==> src/rtl/bcd_mod_counter.sv <==
// Multi-digit packed-BCD modulo counter (0..MODULO-1, up/down) with load, enable and a
// cascade terminal-count pulse. Optional enable prescaler is built only when BCD_CNT_PRESCALE_EN is defined.
module bcd_mod_counter #(
    parameter int DIGITS   = 2,
    parameter int MODULO   = 60,
    parameter int PRESCALE = 1
) (
    input  logic                  clk,
    input  logic                  rs,
    input  logic                  en,
    input  logic                  up_dn,
    input  logic                  load,
    input  logic [4*DIGITS-1:0]   load_val,
    output logic [4*DIGITS-1:0]   count,
    output logic                  tc,
    output logic                  load_err
);

    localparam int W = 4 * DIGITS;

    // Elaboration-time parameter range checks.
    generate
        if (DIGITS < 1 || DIGITS > 9) begin : g_bad_digits
            $error("bcd_mod_counter: DIGITS must be in 1..9");
        end
        if (MODULO < 2 || MODULO > 10**DIGITS) begin : g_bad_modulo
            $error("bcd_mod_counter: MODULO must be in 2..10**DIGITS");
        end
        if (PRESCALE < 1) begin : g_bad_prescale
            $error("bcd_mod_counter: PRESCALE must be >= 1");
        end
    endgenerate

    function automatic logic [W-1:0] to_bcd(input int unsigned value);
        logic [W-1:0] result;
        int unsigned  rest;
        result = '0;
        rest   = value;
        for (int i = 0; i < DIGITS; i++) begin
            result[4*i +: 4] = 4'(rest % 10);
            rest             = rest / 10;
        end
        return result;
    endfunction

    // With every digit <= 9, packed-BCD order equals unsigned order, so limits compare directly.
    localparam logic [W-1:0] MAX_BCD = to_bcd(MODULO - 1);

    logic [W-1:0] count_q, count_d;
    logic         tc_q, tc_d;
    logic         load_err_q, load_err_d;

    logic [W-1:0]      inc_val;
    logic [W-1:0]      dec_val;
    logic [DIGITS-1:0] carry;
    logic [DIGITS-1:0] borrow;
    logic [DIGITS-1:0] digit_ok;
    logic              load_legal;
    logic              at_max;
    logic              at_zero;
    logic              step;

    assign carry[0]  = 1'b1;
    assign borrow[0] = 1'b1;

    genvar gi;
    generate
        for (gi = 0; gi < DIGITS; gi++) begin : g_digit
            logic [3:0] cur;
            assign cur = count_q[4*gi +: 4];

            assign inc_val[4*gi +: 4] = carry[gi]  ? ((cur == 4'd9) ? 4'd0 : cur + 4'd1) : cur;
            assign dec_val[4*gi +: 4] = borrow[gi] ? ((cur == 4'd0) ? 4'd9 : cur - 4'd1) : cur;

            if (gi < DIGITS - 1) begin : g_chain
                assign carry[gi+1]  = carry[gi]  & (cur == 4'd9);
                assign borrow[gi+1] = borrow[gi] & (cur == 4'd0);
            end

            assign digit_ok[gi] = (load_val[4*gi +: 4] <= 4'd9);
        end
    endgenerate

    assign load_legal = (&digit_ok) && (load_val <= MAX_BCD);
    assign at_max     = (count_q == MAX_BCD);
    assign at_zero    = (count_q == '0);

`ifdef BCD_CNT_PRESCALE_EN
    localparam int PS_W = (PRESCALE > 1) ? $clog2(PRESCALE) : 1;
    localparam logic [PS_W-1:0] PS_LAST = PS_W'(PRESCALE - 1);

    logic [PS_W-1:0] ps_q, ps_d;
    logic            ps_tick;

    assign ps_tick = (ps_q == PS_LAST);
    assign step    = en & ps_tick;

    // Prescaler phase freezes while en is low; load restarts it from zero.
    always_comb begin
        ps_d = ps_q;
        if (load) begin
            ps_d = '0;
        end else if (en) begin
            ps_d = ps_tick ? '0 : ps_q + PS_W'(1);
        end
    end

    always_ff @(posedge clk) begin
        if (rs) begin
            ps_q <= '0;
        end else begin
            ps_q <= ps_d;
        end
    end
`else
    assign step = en;
`endif

    always_comb begin
        count_d    = count_q;
        tc_d       = 1'b0;
        load_err_d = 1'b0;
        if (load) begin
            if (load_legal) begin
                count_d = load_val;
            end else begin
                count_d    = '0;
                load_err_d = 1'b1;
            end
        end else if (step) begin
            if (up_dn) begin
                count_d = at_max ? '0 : inc_val;
                tc_d    = at_max;
            end else begin
                count_d = at_zero ? MAX_BCD : dec_val;
                tc_d    = at_zero;
            end
        end
    end

    always_ff @(posedge clk) begin
        if (rs) begin
            count_q    <= '0;
            tc_q       <= 1'b0;
            load_err_q <= 1'b0;
        end else begin
            count_q    <= count_d;
            tc_q       <= tc_d;
            load_err_q <= load_err_d;
        end
    end

    assign count    = count_q;
    assign tc       = tc_q;
    assign load_err = load_err_q;

endmodule

==> config.mk <==
export PLATFORM = sky130hd
export DESIGN_NAME = bcd_mod_counter
export DESIGN_NICKNAME = d
export VERILOG_FILES = /design/src/rtl/bcd_mod_counter.sv
export SDC_FILE = /design/constraint.sdc
export NUM_CORES = 1
export LEC_CHECK = 0
export ABC_AREA = 1
export ABC_CLOCK_PERIOD_IN_PS = 1500
export BUFFER_PORTS_ARGS = -buffer_cell sky130_fd_sc_hd__buf_2
export CAP_MARGIN = 20
export CORE_MARGIN = 3
export CORE_UTILIZATION = 39
export CTS_CLUSTER_SIZE = 10
export DETAILED_ROUTE_END_ITERATION = 16
export GPL_TIMING_DRIVEN = 0
export PLACE_DENSITY = 0.65
export SETUP_SLACK_MARGIN = 0.5
export SKIP_LAST_GASP = 1
export SLEW_MARGIN = 20
export SYNTH_ARGS = -nofsm -noshare
export SYNTH_HDL_FRONTEND = slang
export SYNTH_SLANG_ARGS = --single-unit
==> constraint.sdc <==
create_clock -name clk -period 1.5 [get_ports clk]
set_clock_uncertainty 0.1 [all_clocks]
set_input_delay 0.3 -clock clk [delete_from_list [all_inputs] [get_ports clk]]
set_output_delay 0.3 -clock clk [all_outputs]
set_load 0.01 [all_outputs]
==> metrics.md <==
| Metric | Value |
|---|---|
| Switching power | 355.8 uW |
| FMAX | 756.3 MHz |
| Status | completed |
| Compound-Gate Fraction of Synth Area | 14.75% |
| DRC | 0 |
| Mux cell area share after synthesis | 0% |
| Worst hold stages | 2 |
| CP Max Fanout | 3 |
| Commonest non-fill, non-tap cell in the layout | nand2_1 |
| Data required, critical path | 1570 ps |
| Sum Neg Setup Slack | 0 ps |
| Drt initial violations | 38 |
| Yosys reg bits | 10 |
| Largest net degree at the start of global routing | 9 |
| Worst skew pair latency | 280 ps |
| Final Cycle Share | 88.15% |
| Ratio of cells with drive above 1 in the final layout | 44.83% |
| H-tree levels | 1 |
| P_int | 548.5 uW |
| HP Class | in2reg |
| Peak VDD IR | 430.3 uV |
| DP Wirelength | 1.737 mm |
| Synth Cell Area | 890.9 um2 |
| Net Count, Synth | 157 |
| XOR/XNOR Fraction of Synth Area | 2.949% |
| Final #Nets | 191 |
| Post-synth ARST share | 0% |
| CP most frequent cell | nand2_1 |
| Crit path to | count[6] |
| Antenna viol nets, final | 0 |
| Distinct cells, synth | 27 |
| Mean Syn Cell Area | 6.318 um2 |
| Slew Limit Fails | 0 |
| CTS clk-pin slew, worst paths | 80 ps |
| Static Leak | 0.6173 nW |
| Starting density of the core | 43.20% |
| TritonCTS Buffers | 3 |
| P&R area growth vs syn | 47.47% |
| Via/cell ratio | 5.184 |
| Sequential Power Share | 34.6% |
| Fin. Hold Viols | 0 |
| First-pass GRT wire length | 4.229 mm |
| CP startpoint | count[1] |
| Clock power share | 24.1% |
| First-pass DRT Iterations | 5 |
| Least-Margin Pin Slew | 231.8 ps |
| Sw Share | 39.35% |
| Logic pwr share | 41.3% |
| FF-to-FF path depth | 9 |
| CP cell instances | inv_6 -> ha_4 -> nand2_4 -> nor2_4 -> nand3_4 -> nand3_2 -> nand2_1 -> nand2_1 -> a21oi_1 |
| Post-synth EDFFs | 0 |
| WL final | 2.618 mm |
| Top Ports | 23 |
| PD cells | 688.3 nW/um2 |
| Number of port buffers | 21 |
| Post-synthesis simple-gate area fraction | 45.65% |
| Main combinational cell family by area after synthesis | simple AND/OR/NAND/NOR gates |
| Most frequent cells in the layout | nand2_1 (35), buf_2 (14), inv_1 (12), nor2_1 (12), nand3_1 (10) |
| Final min period | 1322 ps |
| CP peak stage delay | 370 ps |
| Slowest CP cell | dfxtp_4 |
| Max cap viols | 0 |
| Global route overflow | 0 |
| Vias in the first global route | 974 |
| Critical Path AT | 1390 ps |
| Fillers | 185 |
| Worst setup SP type | register |
| Die Area | 2894 um2 |
| Crit path kind | reg2reg |
| RSZ-0062 raised after global routing | yes |
| Total track usage | 20.07% |
| Die height | 53.80 um |
| Clock root cell | clkbuf_4 |
| Part of the Yosys area used for sequential elements | 22.47% |
| R2R Path Start | count[1] |
| Max clock buf depth | 2 |
| Post-route design area | 1314 um2 |
| Die Span X | 53.80 um |
| Core area | 2062 um2 |
| Post-Synthesis Cells | 141 |
| R2R Path End | count[6] |
| Final Util | 63.71% |
| Initial antenna violation count | 0 |
| Reg2reg setup slack | 180 ps |
| DR vias | 1042 |
| Post-DP Area | 1062 um2 |
| Avg WL per Cell | 13.02 um |
| Synth warn | 0 |
| Area share of fa/ha/maj cells after synthesis | 4.213% |
| # diodes | 0 |
| Placement Rows | 16 |
| Slew Limit Headroom | 84.49% |
| # setup viols final | 0 |
| Routability Congestion | 0.8588 |
| Main synth FF type | dfxtp_1 |
| CTS Sinks | 10 |
| Crit end category | register |
| CTS tree | yes |
==> kinds of logic (layout without fill, tap and decap cells) <==
family | Yosys count | in the layout
AND/OR/NAND/NOR | 82 | 82
AO/OA/AOI/OAI | 23 | 23
buffers and inverters | 20 | 53
flip-flops | 10 | 10
adder cells (fa/ha/maj) | 3 | 3
XOR/XNOR | 3 | 3
==> cells in the mapped netlist, types with 2 or more instances <==
master / n / share of area (%)
nand2_1: 38 / 16
inv_1: 14 / 5.9
nor2_1: 14 / 5.9
nand3_1: 13 / 7.3
a21oi_1: 12 / 6.7
dfxtp_1: 10 / 22
o21ai_0: 4 / 2.2
a21oi_2: 3 / 2.9
ha_1: 3 / 4.2
inv_2: 3 / 1.3
nand2_2: 3 / 2.1
nand2_4: 3 / 3.8
nand3_2: 3 / 3.4
nand4_1: 2 / 1.4
nor2_2: 2 / 1.4
nor3_1: 2 / 1.1
xnor2_1: 2 / 2.0
==> final cells by class <==
type	count	area [um2]	share of cell area, %
Clock buffer	4	26.28	2.000
Buffer	2	22.52	1.714
Tap cell	27	33.78	2.571
Multi-Input combinational cell	111	715.7	54.48
Timing Repair Buffer	29	212.7	16.19
Sequential cell	10	222.7	16.95
Inverter	18	80.08	6.095
==> worst max-delay path, delay by kind of cell, from the launching register on <==
family | cells | cell delay, ps
flip-flops | 1 | 370
buffers and inverters | 1 | 70
adder cells (fa/ha/maj) | 1 | 150
AO/OA/AOI/OAI | 1 | 60
AND/OR/NAND/NOR | 6 | 460
==> how the worst min path moves through the flow <==
| stage | slack [ps] | from | endpoint |
|---|---|---|---|
| 5_1_grt | 160 | rs | count[4] |
| 3_3_place_gp | 430 | count[4] | count[4] |
| 6_report | 160 | rs | count[3] |
| 2_1_floorplan | 260 | rs | count[4] |
| 4_1_cts | 160 | rs | count[4] |
| 3_5_place_dp | 440 | count[4] | count[4] |
==> stage by stage <==
| step | hold slack [ps] | worst slack, ps | std cells | total power [mW] |
|---|---|---|---|---|
| after global placement | 433.3 | 110.1 | 189 | 0.6026 |
| final | 162.1 | 177.8 | 201 | 0.9043 |
| after floorplan | 262.4 | 210.7 | 141 | 0.5294 |
| after detailed placement | 438.4 | 116.6 | 189 | 0.6079 |
| after global routing | 162.4 | 101.7 | 201 | 0.9663 |
| after CTS | 162.2 | 191.4 | 199 | 0.8753 |
==> flip-flops by register name, summed over array words and instances, names as in the netlist <==
name,flops
tc,1
load_err,1
count,8
==> what timing repair did <==
action,in CTS,in global routing
setup endpoints to repair,19,19
pin swaps,13,8
buffers inserted,6,2
gates resized for setup,29,14
hold buffers,0,0
==> per-layer routing <==
layer  global-route usage [%]  wire [um]
met1                    26.21       1215
met2                    33.27       1222
met3                    3.324        161
met4                    6.383         20
met5                        0          0
==> power by group through the flow <==
stage                     Sequential [mW]  Clock, mW  Combinational, mW
final                               0.312      0.218              0.374
after global routing                0.315      0.238              0.414
after CTS                           0.312      0.217              0.346
after detailed placement            0.315          0              0.292
after global placement              0.315          0              0.288
after floorplan                     0.321          0              0.208
(Power assumes the default switching activity.)
